<file path="src/rtl/stage_seq_pkg.sv">
// Shared definitions for the stage sequencer.
//   state_e   : sequencer FSM states
//   idx_width : stage-index width for a given stage count (never below 1)
//   get_slice : extracts field <idx> of width <w> from a packed per-stage bus
package stage_seq_pkg;

  typedef enum logic [1:0] {
    ST_IDLE   = 2'd0,
    ST_LAUNCH = 2'd1,
    ST_WAIT   = 2'd2,
    ST_DONE   = 2'd3
  } state_e;

  // Widest packed bus / single field the slice helper handles.
  localparam int MAX_BUS_W   = 1024;
  localparam int MAX_FIELD_W = 64;

  function automatic int idx_width(input int n);
    return (n > 1) ? $clog2(n) : 1;
  endfunction

  function automatic logic [MAX_FIELD_W-1:0] get_slice(
    input logic [MAX_BUS_W-1:0] bus,
    input int unsigned          idx,
    input int unsigned          w
  );
    logic [MAX_BUS_W-1:0]   shifted;
    logic [MAX_FIELD_W-1:0] mask;
    shifted = bus >> (idx * w);
    // Shifting an all-ones word left by w leaves ones above the field; a
    // full-width field shifts to zero and the mask becomes all ones.
    mask = ~({MAX_FIELD_W{1'b1}} << w);
    return shifted[MAX_FIELD_W-1:0] & mask;
  endfunction

endpackage

</file>
<file path="src/rtl/write_port_mux.sv">
// Routes the selected stage's write port onto the shared memory port.
//   idx         : selected stage
//   enable      : high while a stage is running; otherwise outputs are 0
//   stage_we    : per-stage write enables
//   stage_addr  : packed per-stage addresses, stage i at [i*ADDR_W +: ADDR_W]
//   stage_wdata : packed per-stage write data, same layout
//   mem_we/mem_addr/mem_wdata : shared port (combinational)
module write_port_mux
  import stage_seq_pkg::*;
#(
  parameter int NUM_STAGES = 3,
  parameter int ADDR_W     = 8,
  parameter int DATA_W     = 8
) (
  input  logic [idx_width(NUM_STAGES)-1:0] idx,
  input  logic                             enable,
  input  logic [NUM_STAGES-1:0]            stage_we,
  input  logic [NUM_STAGES*ADDR_W-1:0]     stage_addr,
  input  logic [NUM_STAGES*DATA_W-1:0]     stage_wdata,
  output logic                             mem_we,
  output logic [ADDR_W-1:0]                mem_addr,
  output logic [DATA_W-1:0]                mem_wdata
);

  logic [MAX_BUS_W-1:0] we_bus;
  logic [MAX_BUS_W-1:0] addr_bus;
  logic [MAX_BUS_W-1:0] wdata_bus;

  assign we_bus    = MAX_BUS_W'(stage_we);
  assign addr_bus  = MAX_BUS_W'(stage_addr);
  assign wdata_bus = MAX_BUS_W'(stage_wdata);

  always_comb begin
    mem_we    = 1'b0;
    mem_addr  = '0;
    mem_wdata = '0;
    if (enable) begin
      mem_we    = 1'(get_slice(we_bus, 32'(idx), 1));
      mem_addr  = ADDR_W'(get_slice(addr_bus, 32'(idx), ADDR_W));
      mem_wdata = DATA_W'(get_slice(wdata_bus, 32'(idx), DATA_W));
    end
  end

endmodule

</file>
<file path="src/rtl/stage_sequencer_mux.sv">
// Sequences NUM_STAGES sub-FSMs in order and shares one memory write port.
//   start/abort           : sequence control (start is level sampled)
//   finish/aborted        : one-cycle completion / cancellation pulses
//   busy, active_stage    : status (registered)
//   error                 : sticky stray-finish flag, cleared by an accepted start
//   stage_start/finish    : per-stage one-hot start pulse / done pulses
//   stage_we/addr/wdata   : per-stage write ports (packed)
//   mem_we/addr/wdata     : shared write port, active stage only
module stage_sequencer_mux
  import stage_seq_pkg::*;
#(
  parameter int NUM_STAGES = 3,
  parameter int ADDR_W     = 8,
  parameter int DATA_W     = 8,
  parameter int REPEAT     = 0
) (
  input  logic                          clk,
  input  logic                          reset,
  input  logic                          start,
  input  logic                          abort,
  output logic                          finish,
  output logic                          aborted,
  output logic                          busy,
  output logic [$clog2(NUM_STAGES)-1:0] active_stage,
  output logic                          error,
  output logic [NUM_STAGES-1:0]         stage_start,
  input  logic [NUM_STAGES-1:0]         stage_finish,
  input  logic [NUM_STAGES-1:0]         stage_we,
  input  logic [NUM_STAGES*ADDR_W-1:0]  stage_addr,
  input  logic [NUM_STAGES*DATA_W-1:0]  stage_wdata,
  output logic                          mem_we,
  output logic [ADDR_W-1:0]             mem_addr,
  output logic [DATA_W-1:0]             mem_wdata
);

  localparam int               IDX_W    = idx_width(NUM_STAGES);
  localparam logic [IDX_W-1:0] LAST_IDX = IDX_W'(NUM_STAGES - 1);

  state_e                  state_q, state_d;
  logic [IDX_W-1:0]        idx_q, idx_d;
  logic                    error_q, error_d;
  logic                    finish_q, finish_d;
  logic                    aborted_q, aborted_d;
  logic                    busy_q, busy_d;
  logic [NUM_STAGES-1:0]   start_q, start_d;
  logic [NUM_STAGES-1:0]   idx_onehot;
  logic                    fin_cur;
  logic                    stray;
  logic                    running;

  assign running    = (state_q == ST_LAUNCH) || (state_q == ST_WAIT);
  assign idx_onehot = NUM_STAGES'(1) << idx_q;
  assign fin_cur    = |(stage_finish & idx_onehot);
  // While running, only the current stage may finish; otherwise any finish is stray.
  assign stray      = running ? |(stage_finish & ~idx_onehot) : |stage_finish;

  always_comb begin
    state_d   = state_q;
    idx_d     = idx_q;
    error_d   = error_q;
    aborted_d = 1'b0;
    case (state_q)
      ST_IDLE: begin
        if (start) begin
          state_d = ST_LAUNCH;
          idx_d   = '0;
          error_d = 1'b0;
        end
      end
      ST_LAUNCH: begin
        // The current stage's finish is not looked at in the launch cycle.
        if (abort) begin
          state_d   = ST_IDLE;
          idx_d     = '0;
          aborted_d = 1'b1;
        end else begin
          state_d = ST_WAIT;
        end
      end
      ST_WAIT: begin
        if (abort) begin
          state_d   = ST_IDLE;
          idx_d     = '0;
          aborted_d = 1'b1;
        end else if (fin_cur) begin
          if (idx_q == LAST_IDX) begin
            state_d = ST_DONE;
          end else begin
            state_d = ST_LAUNCH;
            idx_d   = idx_q + IDX_W'(1);
          end
        end
      end
      ST_DONE: begin
        if ((REPEAT != 0) && start) begin
          state_d = ST_LAUNCH;
          error_d = 1'b0;
        end else begin
          state_d = ST_IDLE;
        end
        idx_d = '0;
      end
      default: begin
        state_d = ST_IDLE;
        idx_d   = '0;
      end
    endcase
    if (stray) error_d = 1'b1;
    // Outputs are registered from the next state so they line up with it.
    start_d  = (state_d == ST_LAUNCH) ? (NUM_STAGES'(1) << idx_d) : '0;
    finish_d = (state_d == ST_DONE);
    busy_d   = (state_d == ST_LAUNCH) || (state_d == ST_WAIT);
  end

  always_ff @(posedge clk) begin
    if (reset) begin
      state_q   <= ST_IDLE;
      idx_q     <= '0;
      error_q   <= 1'b0;
      finish_q  <= 1'b0;
      aborted_q <= 1'b0;
      busy_q    <= 1'b0;
      start_q   <= '0;
    end else begin
      state_q   <= state_d;
      idx_q     <= idx_d;
      error_q   <= error_d;
      finish_q  <= finish_d;
      aborted_q <= aborted_d;
      busy_q    <= busy_d;
      start_q   <= start_d;
    end
  end

  assign finish       = finish_q;
  assign aborted      = aborted_q;
  assign busy         = busy_q;
  assign error        = error_q;
  assign stage_start  = start_q;
  assign active_stage = idx_q;

  write_port_mux #(
    .NUM_STAGES(NUM_STAGES),
    .ADDR_W    (ADDR_W),
    .DATA_W    (DATA_W)
  ) u_mux (
    .idx        (idx_q),
    .enable     (running),
    .stage_we   (stage_we),
    .stage_addr (stage_addr),
    .stage_wdata(stage_wdata),
    .mem_we     (mem_we),
    .mem_addr   (mem_addr),
    .mem_wdata  (mem_wdata)
  );

endmodule

</file>
<file path="config.mk">
export PLATFORM = sky130hd
export DESIGN_NAME = stage_sequencer_mux
export DESIGN_NICKNAME = d
export VERILOG_FILES = /design/src/rtl/stage_seq_pkg.sv /design/src/rtl/write_port_mux.sv /design/src/rtl/stage_sequencer_mux.sv
export SDC_FILE = /design/constraint.sdc
export NUM_CORES = 1
export LEC_CHECK = 0
export CORE_MARGIN = 3
export CORE_UTILIZATION = 34
export CTS_BUF_LIST = sky130_fd_sc_hd__clkbuf_8
export CTS_CLUSTER_DIAMETER = 40
export DETAILED_ROUTE_END_ITERATION = 8
export GPL_ROUTABILITY_DRIVEN = 0
export PLACE_DENSITY = 0.82
export SYNTH_ARGS = -nofsm -noshare
export SYNTH_HDL_FRONTEND = slang
export SYNTH_SLANG_ARGS = --single-unit
export TNS_END_PERCENT = 20
</file>
<file path="constraint.sdc">
create_clock -name clk -period 3.4 [get_ports clk]
set_input_delay 0.68 -clock clk [delete_from_list [all_inputs] [get_ports clk]]
set_output_delay 0.68 -clock clk [all_outputs]
set_load 0.05 [all_outputs]
</file>
Yosys cells after proc, flatten, opt, wreduce, memory -nomap -nowiden
Cells that the tools add are included.
{ "totals": {"ff_bits": 11, "latch_bits": 0, "ramBits": 0, "mem_bits_ro": 0, "input_bits": 58, "word_cells": 57, "n_memories": 0} }
{ "classes": {"n_addsub": 1, "mul": 0, "div": 0, "order_cmp": 0, "n_eq_ne": 7, "shift": 5, "n_mux": 20, "bitwise_logic": 5, "n_reduce_logical": 12} }
{ "ops": {"columns": ["operator", "count"], "rows": [
  ["$shr A24 B5 Y8", 2],
  ["$mux W2", 10],
  ["$mux W8", 2],
  ["$pmux W2 S4", 2],
  ["$eq A2 B2 Y1 const B", 5],
  ["$reduce_or A3 Y1", 3],
  ["$and A3 B3 Y3", 2],
  ["$mux W1", 6],
  ["$reduce_or A2 Y1", 3],
  ["$shl A1 B2 Y3 const A", 2],
  ["$eq A2 B1 Y1 const B", 2],
  ["$reduce_bool A2 Y1", 2],
  ["$not A3 Y3", 1],
  ["$shr A3 B2 Y1", 1],
  ["$add A2 B1 Y2 const B", 1],
  ["$logic_not A2 Y1", 1],
  ["$logic_or A1 B1 Y1", 2],
  ["$not A1 Y1", 2],
  ["$reduce_and A2 Y1", 1]
]} }

Longest topological paths before layout
Gate-level depths: netlist (run 1).
{ "logic_depth": {"depth_word": 9, "depth_mapped": 9, "ltp_nobuf": 8} }

By module
A second synthesis (run 1) with hierarchy kept.
{ "hier_totals": {"hier_cells": 139, "hier_area_um2": 1148.6} }
{ "by_module_without_submodules": {"columns": ["mod", "n_inst", "cells_each", "area_each_um2"], "rows": [
  ["stage_sequencer_mux", 1, 63, 588.1],
  ["write_port_mux", 1, 76, 560.5]
]} }

Least setup slack after synthesis (run 1)
No wires, ideal clock.
{ "synth_timing": {"kind": "register to register", "from": "reg idx_q[0] (netlist: active_stage[0])", "to": "reg start_q[1] (netlist: stage_start[1])", "setup_time_ns": 0.080, "arrival_time_ns": 2.674, "required_time_ns": 3.320, "slack_ns": 0.646, "stages_incl_launch_ff": 10, "cell_sequence": "dfxtp_1 -> buf_4 -> inv_1 -> ha_1 -> a222oi_1 -> o21bai_1 -> a32oi_1 -> ha_1 -> nand2b_1 -> nor3b_1"} }
{ "synth_between": {"elab_chain_len": 9, "word_cells_on_any_way": 19, "cone_classes": "add/sub (1); eq/ne (2); shift (2); mux (10); bitwise (2); reduce/logical (2)"} }
{ "synth_rtl": {"columns": ["item", "line_no", "rtl"], "rows": [
  ["from (decl)", "stage_sequencer_mux.sv:40", "logic [IDX_W-1:0] idx_q, idx_d;"],
  ["from (signal assigned)", "stage_sequencer_mux.sv:126", "idx_q <= idx_d;"],
  ["$shl A1 B2 Y3", "stage_sequencer_mux.sv:52", "assign idx_onehot = NUM_STAGES'(1) << idx_q;"],
  ["$and A3 B3 Y3", "stage_sequencer_mux.sv:53", "assign fin_cur = |(stage_finish & idx_onehot);"],
  ["$reduce_or A3 Y1", "stage_sequencer_mux.sv:53", null],
  ["$mux W2", "stage_sequencer_mux.sv:85", "end else if (fin_cur) begin"],
  ["$mux W2", "stage_sequencer_mux.sv:81", "if (abort) begin"],
  ["$pmux W2 S4", "stage_sequencer_mux.sv:62", "case (state_q)"],
  ["$eq A2 B1 Y1", "stage_sequencer_mux.sv:110", "start_d = (state_d == ST_LAUNCH) ? (NUM_STAGES'(1) << idx_d) : '0;"],
  ["$not A1 Y1 (no source line)", null, null],
  ["$reduce_or A2 Y1 (no source line)", null, null],
  ["to (signal assigned)", "stage_sequencer_mux.sv:131", "start_q <= start_d;"],
  ["to (decl)", "stage_sequencer_mux.sv:45", "logic [NUM_STAGES-1:0] start_q, start_d;"]
]} }
Parallel ways exist; a longest one is shown, timed or not.
A chain may end at the register's enable or synchronous reset.

Worst setup path in the final report (run 1)
Ends and elaborated chain as after synthesis.

==> reports/metrics.csv, run 1 <==
metric,value,unit
status,"finished, final reports clean",
# nets final,295,
first drt pass iteration count,4,
skew final,0.00306,ns
"Hold-fix buffers, CTS",0,
CP Cell Sequence,"inv_1, ha_1, a222oi_1, buf_4, o21bai_1, a32oi_1, ha_1, nand2b_1, nor3b_1",
"CTS clk-pin slew, worst paths",0.05,ns
CP Capture Type,flop,
die height,61.9,um
Initial Util,37.0,%
"commonest non-fill, non-tap cells in the layout","clkdlybuf4s50_1 (66), nand2_1 (20)",
setup_tns,0,ns
R2R depth,9,
"Worst Path Class, Setup",flop to flop,
Cell Pwr Density,275,mW/mm2
DRT Wirelength,3930,um
Pleak,0.811,nW
hold slack,0.485,ns
Arrival @ worst endpoint,2.86,ns
first-pass GRT wire length,6220,um
Tcrit/Tclk final,79.8,%
synthesized area,0.00106,mm2
Netlist cell types,26,
Main synth FF type,dfxtp_1,
DP Worst Slack,0.723,ns
R2R setup slack,0.69,ns
syn_nets,211,
area of the core,0.00288,mm2
largest net degree at the start of global routing,20,
Seq. cell area,220,um2
antenna violations before repair,0,
"Area growth, synth to finish",103,%
IO Pins,84,
Antenna Cells,0,
Iteration-0 DRC Markers,28,
RSZ-0062 raised after global routing,false,
Row Count,19,
fillers,206,
CTS tree,built,
Worst EP required,3.55,ns
Final Hold Fails,0,
H-tree Lvls,1,
"Setup violations, final",0,
yosys warns,0,
cell taking the most area after synthesis,dfxtp_1,
"most common cell after layout, fill and taps aside",clkdlybuf4s50_1,
vias per cell,4.92,
Reg2Reg Capture Point,stage_start[1],
vias in the first global route,1374,
slowest CP cell,dfxtp_1,
fmax,369,MHz
Slew HR,59.8,%
Worst setup SP type,flop,
top-area cell type share of the netlist area,20.7,%
Post-Synthesis Cells,144,
Total GRT Usage,22.0,%
drt drc,0,
CTS Sinks,11,
Crit. Startpoint,active_stage[0],
Crit Path Max Fanout,13,
"EDFF count, synth",0,
Root Driver,clkbuf_8,
register area share after synthesis,20.7,%
post-CTS sizing,0,
postcts setup bufs,0,
grt ovf,0,
top post-synthesis cells by area,"dfxtp_1 (21%), mux2i_1 (16%), ha_1 (11%), and2_1 (10%), o21ai_0 (8.0%)",
cell repeated most along the worst path,ha_1,
hpwl dp,3270,um
PortBufs,83,
Final Non-Filler Cells,269,
"Avg Cell Area, Syn",7.39,um2
Max VDD drop,0.272,mV
via count,1323,
Placed Instances,265,
worst setup path end,stage_start[1],
#FFs+latches synth,11,
die width,61.9,um
r2r startpoint,active_stage[0],
worst slew pin tran,0.603,ns
footprint of the multi-input gates,773,um2
hold crit path type,flop to flop,
layout cells sized above 1,11.9,%
detailed-route wire length per cell,14.6,um
Num CTS Buffers,3,
Antenna Nets Post-Route,0,
clock buffer depth,2,
fin. max-slew vios,0,
final worst slack,0.686,ns
ys async rst share,0,%
Util after Layout,74.9,%
Tmin final,2.71,ns
clock insertion delay at the later pin of the skew report,0.24,ns
max cap viols,0,
CP max stage delay,0.70,ns
Die ar.,0.00384,mm2
state kept, by name (all words and copies together), names as in the netlist:
name          cells
error             1
aborted           1
state_q           2
busy              1
stage_start       3
active_stage      2
finish            1
worst min-delay path by stage:
stage               startpoint         end  slack [ns]  depth (start not counted)
global placement         error       error        0.47                          2
global route             error       error        0.55                          2
floorplan           state_q[1]  state_q[1]        0.52                          2
detailed placement       error       error        0.48                          2
finish                   error       error        0.49                          2
CTS                      error       error        0.49                          2
cell usage after synthesis, drive strengths merged, types with 2 or more instances:
| library cell | number |
|---|---|
| or2 | 2 |
| and2 | 17 |
| mux2i | 17 |
| a222oi | 2 |
| a21oi | 3 |
| buf | 3 |
| nand2 | 20 |
| clkbuf | 5 |
| ha | 9 |
| o21ai | 17 |
| dfxtp | 11 |
| nor3 | 2 |
| nor2 | 9 |
| a22oi | 2 |
| inv | 9 |
| nor3b | 3 |
| nor2b | 5 |
power by group:
part / internal, mW / switching (mW) / leakage, nW
registers: 0.136 / 0.00292 / 0.0899
clock network: 0.0794 / 0.0512 / 0.0269
logic: 0.167 / 0.155 / 0.695
total: 0.383 / 0.209 / 0.811
final cells by class:
type	instances	share of cell area, %
Clock inverter	1	0.174
Clock buffer	3	1.92
Timing Repair Buffer	87	47.8
Inverter	9	1.57
Sequential cell	11	10.2
Multi-Input combinational cell	116	35.9
Tap cell	42	2.44
per-stage QoR:
step | total power [mW] | area, um2
final | 0.592 | 2160
after global routing | 0.621 | 2160
after CTS | 0.598 | 2160
after detailed placement | 0.467 | 2110
after global placement | 0.458 | 2110
after floorplan | 0.288 | 1060
critical path, delay by kind of cell, from the launching register on:
kind / cells / cell delay [ns]
compound gates: 3 / 0.74
fa+ha+maj: 2 / 0.47
buf+inv: 2 / 0.39
flops: 1 / 0.70
simple gates: 2 / 0.33
layer usage:
layer,track usage [%],vias up,wire length (um)
li1,-,657,-
met1,21.5,598,1460
met2,42.9,55,2070
met3,5.99,13,287
met4,9.09,0,106
met5,0,-,0
logic make-up (layout without fill, tap and decap cells):
family	after synthesis	in the layout	synth area share, %
and+or+nand+nor	59	59	28.0
AOI/OAI and AO/OA	31	31	18.1
buffers and inverters	17	100	6.59
DFF	11	11	20.7
adders and majority gates	9	9	10.6
muxes	17	17	16.0
(Power assumes the default switching activity.)
==> inputs of run 2 (changes only) <==
- clock period: 3.4 -> 2.5 ns (I/O delays scaled with it)
==> run 2 against run 1 <==
Compared with the run above:
- flip-flop and latch count is the same
- combinational power grew 36%
- register-to-register slack lost 0.43 ns
- clock skew is essentially flat
- clock-buffer cell count is the same
- critical path depth shrank 7
- wire length shrank 4.9%
- critical endpoint is now active_stage[0]
==> reports/metrics.csv, run 2 (synthesis results as in run 1) <==
metric,value,unit
status,"finished, final reports clean",
"commonest non-fill, non-tap cells in the layout","clkdlybuf4s50_1 (66), nand2_1 (20)",
die height,61.9,um
Pleak,0.807,nW
Antenna Nets Post-Route,0,
H-tree Lvls,1,
Tcrit/Tclk final,92.2,%
clock buffer depth,2,
PortBufs,83,
Total GRT Usage,18.7,%
Cell Pwr Density,373,mW/mm2
setup_tns,0,ns
Worst setup SP type,flop,
max FFs per register,3,
"Setup violations, final",0,
fin. max-slew vios,0,
fmax,434,MHz
Root Driver,clkbuf_8,
# nets final,294,
Initial Util,37.0,%
"most common cell after layout, fill and taps aside",clkdlybuf4s50_1,
Row Count,19,
Slew HR,54.3,%
DRT Wirelength,3730,um
layout cells sized above 1,12.8,%
"Worst Path Class, Setup",flop to output port,
antenna violations before repair,0,
"Area growth, synth to finish",103,%
CP Capture Type,output port,
worst slew pin tran,0.682,ns
hpwl dp,3010,um
RSZ-0062 raised after global routing,false,
max cap viols,0,
Arrival @ worst endpoint,1.80,ns
DP Worst Slack,0.0598,ns
first-pass GRT wire length,5400,um
drt drc,0,
grt ovf,0,
Final Hold Fails,0,
CTS tree,built,
Worst EP required,2.00,ns
vias per cell,4.93,
Crit Path Max Fanout,14,
Tmin final,2.30,ns
IO Pins,84,
Max VDD drop,0.378,mV
vias in the first global route,1294,
largest net degree at the start of global routing,23,
CTS Sinks,11,
Iteration-0 DRC Markers,81,
Antenna Cells,0,
skew final,0.00281,ns
via count,1322,
first drt pass iteration count,4,
final worst slack,0.196,ns
fillers,216,
clock insertion delay at the later pin of the skew report,0.24,ns
Die ar.,0.00384,mm2
detailed-route wire length per cell,13.9,um
die width,61.9,um
"CTS clk-pin slew, worst paths",0.05,ns
hold crit path type,flop to flop,
area of the core,0.00288,mm2
Num CTS Buffers,3,
postcts setup bufs,0,
[run 2: cell count changes in the layout (fill, tap and decap cells not counted), sizes merged]
cell and change:
buf -1
[run 2: stage by stage]
step	instance area [um2]	util (%)	cells	total power, mW	hold WS, ns
after floorplan	1070	-	144	0.391	0.519
final	2160	74.9	268	0.804	0.480
after detailed placement	2110	73.3	264	0.631	0.481
after global routing	2160	74.9	268	0.841	0.512
after global placement	2110	73.3	264	0.623	0.471
after CTS	2160	74.9	268	0.809	0.490
[run 2: cell type report]
cell class / instances / area (um2) / share of cell area [%]
well taps: 42 / 52.6 / 2.44
repair buffers: 86 / 1020 / 47.5
flip-flops and latches: 11 / 225 / 10.4
clock inverters: 1 / 3.75 / 0.174
inverters: 9 / 33.8 / 1.57
clock buffers: 3 / 41.3 / 1.92
multi-input cells: 116 / 776 / 36.0
[run 2: final timing paths]
kind                   start         endpoint  slack [ns]  depth (start not counted)
min reg2reg            error            error        0.48                          2
max          active_stage[0]  active_stage[0]        0.20                          2
min                    error            error        0.48                          2
max reg2reg  active_stage[1]   stage_start[1]        0.26                          9
[run 2: worst max-delay path, stage by stage (launching register included)]
cell and delay (ns):
dfxtp_4 0.43, buf_4 0.28, clkdlybuf4s50_1 0.85
[run 2: routing by layer]
layer  track usage (%)  routed length [um]
met1              19.7                1480
met2              36.6                1950
met3              3.93                 281
met4              5.45                  21
met5                 0                   0
[run 2: what timing repair did]
item / CTS / global route
resized for setup: 1 / 0
setup endpoints to repair: 17 / 0
hold buffers: 0 / 0
[run 2: where the power goes]
group          leakage (nW)  internal [mW]  switching [mW]
Combinational         0.689          0.227           0.211
Clock                0.0269          0.108          0.0693
Sequential           0.0912          0.184         0.00447
Total                 0.807          0.520           0.284
==> inputs of run 3 (changes only) <==
- SETUP_SLACK_MARGIN: not set -> 0.4
- SLEW_MARGIN: not set -> 40
==> run 3 against run 2 <==
Compared with the run above:
- maximum frequency is 10% higher
- wire length is 14% higher
- highest routed layer unchanged
- clock skew is 0.0039 ns higher
- register-to-register slack better by 0.17 ns
- hold slack better by 0.0010 ns
- non-clock buffer count is 13 higher
- final cell count is 4.9% higher
- critical endpoint is now mem_wdata[7]
- die area stayed put
- via count is 6.1% higher
- flip-flop and latch count stayed put
- core utilization is 7.2 points higher
- sequential share of layout area is 0.75 points lower
==> reports/metrics.csv, run 3 (synthesis results as in run 1) <==
metric,value,unit
clock group share of total power,20.9,%
via count,1402,
drt drc,0,
Cell Pwr Density,347,mW/mm2
routed length on met3,361,um
die height,61.9,um
vias in the first global route,1321,
Worst EP required,2.00,ns
first-pass GRT wire length,6060,um
grt ovf,0,
"Setup violations, final",0,
fmax,479,MHz
"Hold-fix buffers, CTS",0,
die width,61.9,um
Final Hold Fails,0,
"Area growth, synth to finish",122,%
DRT Wirelength,4270,um
CP max stage delay,0.50,ns
r2r startpoint,active_stage[0],
clock insertion delay at the later pin of the skew report,0.24,ns
"most common cell after layout, fill and taps aside",clkdlybuf4s50_1,
hold crit path type,flop to flop,
Hold EP,error,
vias per cell,4.99,
PortBufs,83,
Flop pwr share,22.8,%
Max VDD drop,0.469,mV
Antenna Cells,0,
layout cells sized above 1,24.3,%
CP Cell Sequence,"inv_1, ha_2, and2_1, buf_12",
max cap viols,0,
skew final,0.00672,ns
Tcrit/Tclk final,83.5,%
CTS Sinks,11,
Total GRT Usage,20.8,%
WP buf/inv,2,
Die ar.,0.00384,mm2
area of the core,0.00288,mm2
antenna violations before repair,0,
CTS tree,built,
R2R setup slack,0.43,ns
fin. max-slew vios,0,
Gate power share,56.3,%
Num CTS Buffers,3,
uppermost layer routed,met4,
Iteration-0 DRC Markers,59,
Cell Int Power,530,uW
status,"finished, final reports clean",
Hold Path Stages,2,
hpwl dp,3060,um
Antenna Nets Post-Route,0,
IO Pins,84,
metal2 WL,2190,um
CP Capture Type,output port,
"CTS clk-pin slew, worst paths",0.05,ns
Row Count,19,
Tmin final,2.09,ns
Worst setup SP type,flop,
Initial Util,37.0,%
total power,820,uW
H-tree Lvls,1,
Pleak,0.922,nW
R2R depth,8,
# nets final,307,
worst slew pin tran,0.506,ns
setup_tns,0,ns
Crit Path Max Fanout,19,
hold path start,error,
max FFs per register,3,
fillers,177,
Root Driver,clkbuf_8,
Crit path max-delay family,adder cells,
slowest CP cell,ha_2,
Reg2Reg Capture Point,stage_start[0],
WL met1,1650,um
Slew HR,66.1,%
P_sw,290,uW
detailed-route wire length per cell,15.2,um
largest net degree at the start of global routing,24,
"commonest non-fill, non-tap cells in the layout","clkdlybuf4s50_1 (63), nand2_1 (20), buf_12 (18)",
RSZ-0062 raised after global routing,true,
first drt pass iteration count,4,
Arrival @ worst endpoint,1.59,ns
"Worst Path Class, Setup",flop to output port,
clock buffer depth,2,
sw frac,35.3,%
## run 3: changes by cell type in the layout (fill, tap and decap cells not counted), sizes merged
cell,previous run,this run
buf,20,33
clkdlybuf4s50,66,63
dlymetal6s2s,0,3
## run 3: final cells by class
type | instances | area [um2] | area share [%]
multi-input cells | 116 | 856 | 36.2
flip-flops and latches | 11 | 229 | 9.69
clock inverters | 1 | 3.75 | 0.159
repair buffers | 99 | 1140 | 48.3
inverters | 9 | 38.8 | 1.64
well taps | 42 | 52.6 | 2.22
clock buffers | 3 | 41.3 | 1.75
## run 3: worst reg2reg max path, cell delays in order, from the launching register on
cell and delay [ns]:
dfxtp_4 0.41, inv_4 0.06, ha_4 0.15, a222oi_1 0.45
o21bai_1 0.13, a32oi_2 0.26, ha_2 0.24, nand2b_4 0.08
a211oi_2 0.21
## run 3: worst max-delay path by stage
stage,startpoint,to,slack [ns],cells after the start
2_1_floorplan,active_stage[1],stage_start[1],0.13,9
3_3_place_gp,stage_finish[0],stage_start[2],0.09,7
3_5_place_dp,stage_finish[0],stage_start[2],0.04,7
4_1_cts,active_stage[1],stage_start[0],0.31,8
5_1_grt,active_stage[0],stage_start[0],0.33,8
6_report,state_q[1],mem_wdata[7],0.41,4
## run 3: metal layers
metal	track usage [%]	vias to the layer above
met1	22.5	643
met5	0	-
met4	4.55	0
met3	3.51	8
li1	-	683
met2	41.6	68
## run 3: repair_timing
item | CTS | global route
pin swaps | 1 | 5
hold endpoints to repair | 0 | 0
setup endpoints to repair | 22 | 23
buffers inserted | 4 | 10
resized for setup | 4 | 13
## run 3: power by group through the flow
stage / logic [mW] / clock network [mW] / registers [mW]
floorplan: 0.175 / 0 / 0.215
global route: 0.488 / 0.179 / 0.189
CTS: 0.447 / 0.174 / 0.187
finish: 0.462 / 0.171 / 0.187
global placement: 0.434 / 0 / 0.190
detailed placement: 0.438 / 0 / 0.190
## run 3: per-stage QoR
step / utilization (%) / instances / setup slack (ns) / instance area, um2 / hold WS, ns
5_1_grt: 82.1 / 281 / 0.325 / 2360 / 0.506
3_3_place_gp: 73.9 / 263 / 0.0887 / 2130 / 0.476
4_1_cts: 77.8 / 271 / 0.309 / 2240 / 0.484
3_5_place_dp: 74.0 / 263 / 0.0382 / 2130 / 0.476
6_report: 82.1 / 281 / 0.412 / 2360 / 0.481
2_1_floorplan: - / 144 / 0.127 / 1110 / 0.523
==> RTL change 1: new RTL, flow settings as in run 1 <==
Register the output `mem_wdata`, with the module's reset; this adds one clock of latency there. The other outputs are not delayed to match. Comments in the files are not updated.
--- a/src/rtl/stage_sequencer_mux.sv
+++ b/src/rtl/stage_sequencer_mux.sv
@@ -35,6 +35,8 @@
 
   localparam int               IDX_W    = idx_width(NUM_STAGES);
   localparam logic [IDX_W-1:0] LAST_IDX = IDX_W'(NUM_STAGES - 1);
+
+  logic [DATA_W-1:0] mem_wdata_d;
 
   state_e                  state_q, state_d;
   logic [IDX_W-1:0]        idx_q, idx_d;
@@ -151,8 +153,16 @@
     .stage_wdata(stage_wdata),
     .mem_we     (mem_we),
     .mem_addr   (mem_addr),
-    .mem_wdata  (mem_wdata)
+    .mem_wdata  (mem_wdata_d)
   );
+
+  always_ff @(posedge clk) begin
+    if (reset) begin
+      mem_wdata <= '0;
+    end else begin
+      mem_wdata <= mem_wdata_d;
+    end
+  end
 
 endmodule
 
Formal check against the unedited RTL: not equivalent (a bounded check fails within 4 cycles, from zero or initial values and one cycle with reset high).
==> RTL change 1 against run 1 <==
  * Wire length shrank 13%
  * Highest routed layer unchanged
  * Sequential share of layout area increased by 6.9 points
  * Largest cell class unchanged
  * Design area grew 3.4%
  * Area after synthesis grew 14%
  * Via count rose by 0.83%
  * Worst setup slack improved by 0.063 ns
  * Combinational power is 16% lower
  * Critical path type unchanged
  * Synthesized cell count increased by 5.6%
  * Final cell count up 4.1%
  * Sequential cell count increased by 8
  * Fmax up 2.4%
  * Total power up 12%
==> RTL change 1: results (changes against run 1) <==
Cells and area
  • NonClk Buf Share: 0.4267 (was 0.4782)
  • Layout inverter count without the clock tree: 8 (was 9)
  • Share of layout cells above drive strength 1: 0.08974 (was 0.1189)
  • ClkCell Share: 0.02077 (was 0.02089)
  • Max reg flops: 8 (was 3)
  • # fillers: 302 (was 206)

Power
  • Comb. pwr: 0.269 mW (was 0.322 mW)
  • Switching share of power: 0.3167 (was 0.3537)
  • Peak supply drop: 184.6 uV (was 272.1 uV)

Placed design
  • Hpwl dp: 2.831 mm (was 3.266 mm)
  • DP Area: 2182 um^2 (was 2111 um^2)
  • Dpl cells: 276 (was 265)
  • Post-place setup slack: 0.7332 ns (was 0.7226 ns)

Global routing
  • Grt met1 use: 0.1745 (was 0.2153)
  • Largest net degree at the start of global routing: 23 (was 20)
  • Met3 global-route usage: 0.05641 (was 0.05992)
  • First-pass GRT wire length: 5.699 mm (was 6.216 mm)
  • Met2 Track Usage GR: 0.3354 (was 0.4290)

Drt
  • Met3 WL: 237 um (was 287 um)
  • Met2 Wirelength: 1.888 mm (was 2.070 mm)
  • Avg WL per Cell: 12.24 um (was 14.60 um)
  • Drt first-iter violations: 47 (was 28)
  • Metal-1 WL: 1.269 mm (was 1.462 mm)

Logic synthesis
  • #FFs+latches synth: 19 (was 11)
  • Synth cell count leaders: nor2_1 (26), dfxtp_1 (19), mux2i_1 (17), a21oi_1 (11), nand2_1 (11) (was nand2_1 (20), and2_1 (17), mux2i_1 (17), o21ai_0 (17), dfxtp_1 (11))
  • Synth top area cells: dfxtp_1 (31%), mux2i_1 (14%), ha_1 (9.3%) (was dfxtp_1 (21%), mux2i_1 (16%), ha_1 (11%))
  • Synth cell types: 24 (was 26)
  • Syn avg cell area: 7.952 um^2 (was 7.386 um^2)
  • Synthesized area: 1209 um^2 (was 1064 um^2)

Timing
  • Clk_skew: 0.003233 ns (was 0.003061 ns)
  • Hold_ws: 0.5437 ns (was 0.4852 ns)
  • Slew at the pin closest to its max-slew limit: 0.5509 ns (was 0.6027 ns)
  • Final worst-path cycle share: 0.7796 (was 0.7981)

Status
  • Outcome: complete, no violations (unchanged)

Clock tree
  • Clock-pin slew on the worst setup and hold paths: 0.07 ns (was 0.05 ns)
  • Clk_lat worst skew: 0.26 ns (was 0.24 ns)

Worst setup path
  • CP max FO: 12 (was 13)
  • Worst reg2reg endpoint: stage_start[2] (was stage_start[1])
## RTL change 1: cell types whose count changed in the layout (fill, tap and decap cells not counted), moves of 2 or more
cell             delta
a21oi_1             +8
dfxtp_1             +8
nor2_1             +17
buf_12              -8
inv_1               -2
nand2_1             -9
o21ai_0             -8
clkdlybuf4s50_1     +8
or2_2               -2
nor3_1              +2
and2_1              -8
## RTL change 1: kinds of logic (layout without fill, tap and decap cells)
| logic type | count (synthesis) | count (layout) | share of synthesized area |
|---|---|---|---|
| mux | 17 | 17 | 0.1408 |
| simple gates | 60 | 60 | 0.2339 |
| fa+ha+maj | 9 | 9 | 0.09317 |
| compound gates | 30 | 30 | 0.1636 |
| flops | 19 | 19 | 0.3147 |
| buf+inv | 17 | 99 | 0.05383 |
## RTL change 1: worst max-delay path, cell delays in order (launching register included)
cell	delay, ns
dfxtp_1	0.67
inv_1	0.17
ha_1	0.26
a222oi_1	0.35
buf_4	0.20
nor2b_1	0.06
o32ai_2	0.32
ha_1	0.21
nand2b_1	0.09
nor3_1	0.22
==> RTL change 2: new RTL, config.mk and constraints of run 1 <==
Without the edit above. `NUM_STAGES` is set to 3 in 2 places; all go to 2.
--- a/src/rtl/write_port_mux.sv
+++ b/src/rtl/write_port_mux.sv
@@ -8,7 +8,7 @@
 module write_port_mux
   import stage_seq_pkg::*;
 #(
-  parameter int NUM_STAGES = 3,
+  parameter int NUM_STAGES = 2,
   parameter int ADDR_W     = 8,
   parameter int DATA_W     = 8
 ) (
--- a/src/rtl/stage_sequencer_mux.sv
+++ b/src/rtl/stage_sequencer_mux.sv
@@ -9,7 +9,7 @@
 module stage_sequencer_mux
   import stage_seq_pkg::*;
 #(
-  parameter int NUM_STAGES = 3,
+  parameter int NUM_STAGES = 2,
   parameter int ADDR_W     = 8,
   parameter int DATA_W     = 8,
   parameter int REPEAT     = 0
Interface: changed (6 resized); port bits go from 84 to 64. The function was not compared with the original's and may differ.
==> RTL change 2 against run 1 <==
  * Synthesized cell count is 40% lower
  * Total power is 28% lower
  * Wire length is 38% lower
  * Core utilization is 4.2 points lower
  * Critical path depth is 5 lower
  * Sequential power is 18% lower
  * Combinational power is 41% lower
  * Largest power group unchanged
  * Highest routed layer unchanged
  * Sequential cell count is 2 lower
  * Sequential share of layout area is 2.0 points higher
  * Area after synthesis is 25% lower
  * Worst setup slack worse by 0.29 ns
  * Design area is 32% lower
  * Critical path type is now reg2out
==> RTL change 2: results (changes against run 1) <==
Logic synthesis
  • Main flop type after synthesis: dfxtp_1 (unchanged)
  • Synth top area cells: dfxtp_1 (23%), mux2i_1 (23%), nor2b_1 (14%) (was dfxtp_1 (21%), mux2i_1 (16%), ha_1 (11%))
  • Synth cell types: 27 (was 26)
  • Synth cell count leaders: mux2i_1 (18), nor2b_1 (18), dfxtp_1 (9), inv_1 (6), ha_1 (5) (was nand2_1 (20), and2_1 (17), mux2i_1 (17), o21ai_0 (17), dfxtp_1 (11))
  • Post-synth EDFFs: 0 (unchanged)
  • Mapped Nets: 132 (was 211)
  • Post-synthesis async set-or-reset flop share: 0 (unchanged)
  • Post-synthesis sequential area ratio: 0.2257 (was 0.2071)
  • YS warnings: 0 (unchanged)
  • Syn avg cell area: 9.175 um^2 (was 7.386 um^2)

Global routing
  • Vias in the first global route: 907 (was 1374)
  • Global Route Usage Sum: 0.1713 (was 0.2202)
  • First-pass GRT wire length: 3.594 mm (was 6.216 mm)
  • Initial antenna violation count: 0 (unchanged)
  • Largest net degree at the start of global routing: 20 (unchanged)

Hold path
  • Worst hold path type: reg2reg (unchanged)

Clock tree
  • TritonCTS Buffers: 3 (unchanged)
  • CTS Buffer Depth: 2 (unchanged)
  • Clk_lat worst skew: 0.24 ns (about the same)
  • Post-cts sizing count: 0 (unchanged)
  • CTS Root Cell: clkbuf_8 (unchanged)
  • H-tree depth: 1 (unchanged)
  • Clock-pin slew on the worst setup and hold paths: 0.05 ns (about the same)
  • Post-CTS setup buffer count: 0 (unchanged)

Worst setup path
  • Family with the most delay on the worst path: buffers and inverters (was compound AO/OA/AOI/OAI gates)
  • CP max FO: 19 (was 13)
  • Slowest-stage cell, CP: clkdlybuf4s50_1 (was dfxtp_1)
  • CP peak stage delay: 0.83 ns (was 0.70 ns)

Placed design
  • Post-place setup slack: 0.5696 ns (was 0.7226 ns)
  • Port-buffer cells: 63 (was 83)
  • Dpl cells: 174 (was 265)
  • DP Area: 1429 um^2 (was 2111 um^2)
  • Hpwl dp: 1.985 mm (was 3.266 mm)

Cells and area
  • Nets: 197 (was 295)
  • Diodes inserted: 0 (unchanged)
  • Share of layout cells above drive strength 1: 0.05960 (was 0.1189)

Power
  • Peak supply drop: 190.1 uV (was 272.1 uV)
  • Static leakage: 0.5424 nW (was 0.8114 nW)

Drt
  • Vias per Instance: 4.955 (was 4.918)
  • Pre-antenna DRT Iters: 4 (unchanged)
  • DR vias: 882 (was 1323)
  • Detailed Route WL: 2.449 mm (was 3.927 mm)
  • Drt first-iter violations: 16 (was 28)

Timing
  • Max transition margin: 0.6435 (was 0.5977)
  • Clk_skew: 0.008407 ns (was 0.003061 ns)

Status
  • Outcome: complete, no violations (unchanged)
-- RTL change 2: cell count changes after synthesis, moves of 3 or more --
cell	change
nor2b_1	+13
ha_1	-4
nand2_1	-18
o21ai_0	-15
nor3b_1	-3
inv_1	-3
nor2_1	-6
clkbuf_1	-4
and2_1	-17
-- RTL change 2: path summary, 6_finish.rpt --
kind         depth (start not counted)         start  slack, ns        endpoint
max                                  4    state_q[0]       0.39    mem_wdata[5]
min                                  2         error       0.48           error
max reg2reg                          7  active_stage       1.59  stage_start[0]
min reg2reg                          2         error       0.48           error
-- RTL change 2: cell families (layout without fill, tap and decap cells) --
group / Yosys count / in the layout / share of synthesized area
multiplexers: 19 / 19 / 0.2445
flip-flops: 9 / 9 / 0.2257
AND/OR/NAND/NOR: 29 / 29 / 0.2288
adder cells (fa/ha/maj): 5 / 5 / 0.07837
AO/OA/AOI/OAI: 14 / 14 / 0.1332
buffers and inverters: 11 / 75 / 0.08933
-- RTL change 2: stage by stage --
step,hold slack [ns],util
after floorplan,0.6067,-
after global placement,0.4708,0.6863
after detailed placement,0.4772,0.6863
after CTS,0.4817,0.7079
after global routing,0.5135,0.7079
final,0.4792,0.7079
-- RTL change 2: final cells by class --
cell class | count | area [um^2]
clock inverters | 1 | 3.754
inverters | 6 | 22.52
clock buffers | 3 | 41.29
multi-input cells | 67 | 546.8
repair buffers | 65 | 645.6
flip-flops and latches | 9 | 180.2
fillers | 161 | 608.1
well taps | 27 | 33.78
-- RTL change 2: power breakdown --
part	internal [mW]	switching (mW)
Combinational	0.0884	0.102
Sequential	0.111	0.00276
Clock	0.0789	0.0448
Total	0.278	0.150
-- RTL change 2: worst register-to-register path: stages (launching register included) --
cell and delay, ns:
dfxtp_1 0.32, buf_4 0.25, mux2_4 0.33, o2111ai_2 0.21
nand2_1 0.14, ha_1 0.21, nand2_1 0.08, and3b_1 0.17
-- RTL change 2: metal layers --
layer / global-route usage / up-vias / wire, um
li1: - / 433 / -
met1: 0.1669 / 396 / 948
met2: 0.3008 / 47 / 1208
met3: 0.06812 / 6 / 232
met4: 0.1037 / 0 / 59
met5: 0 / - / 0
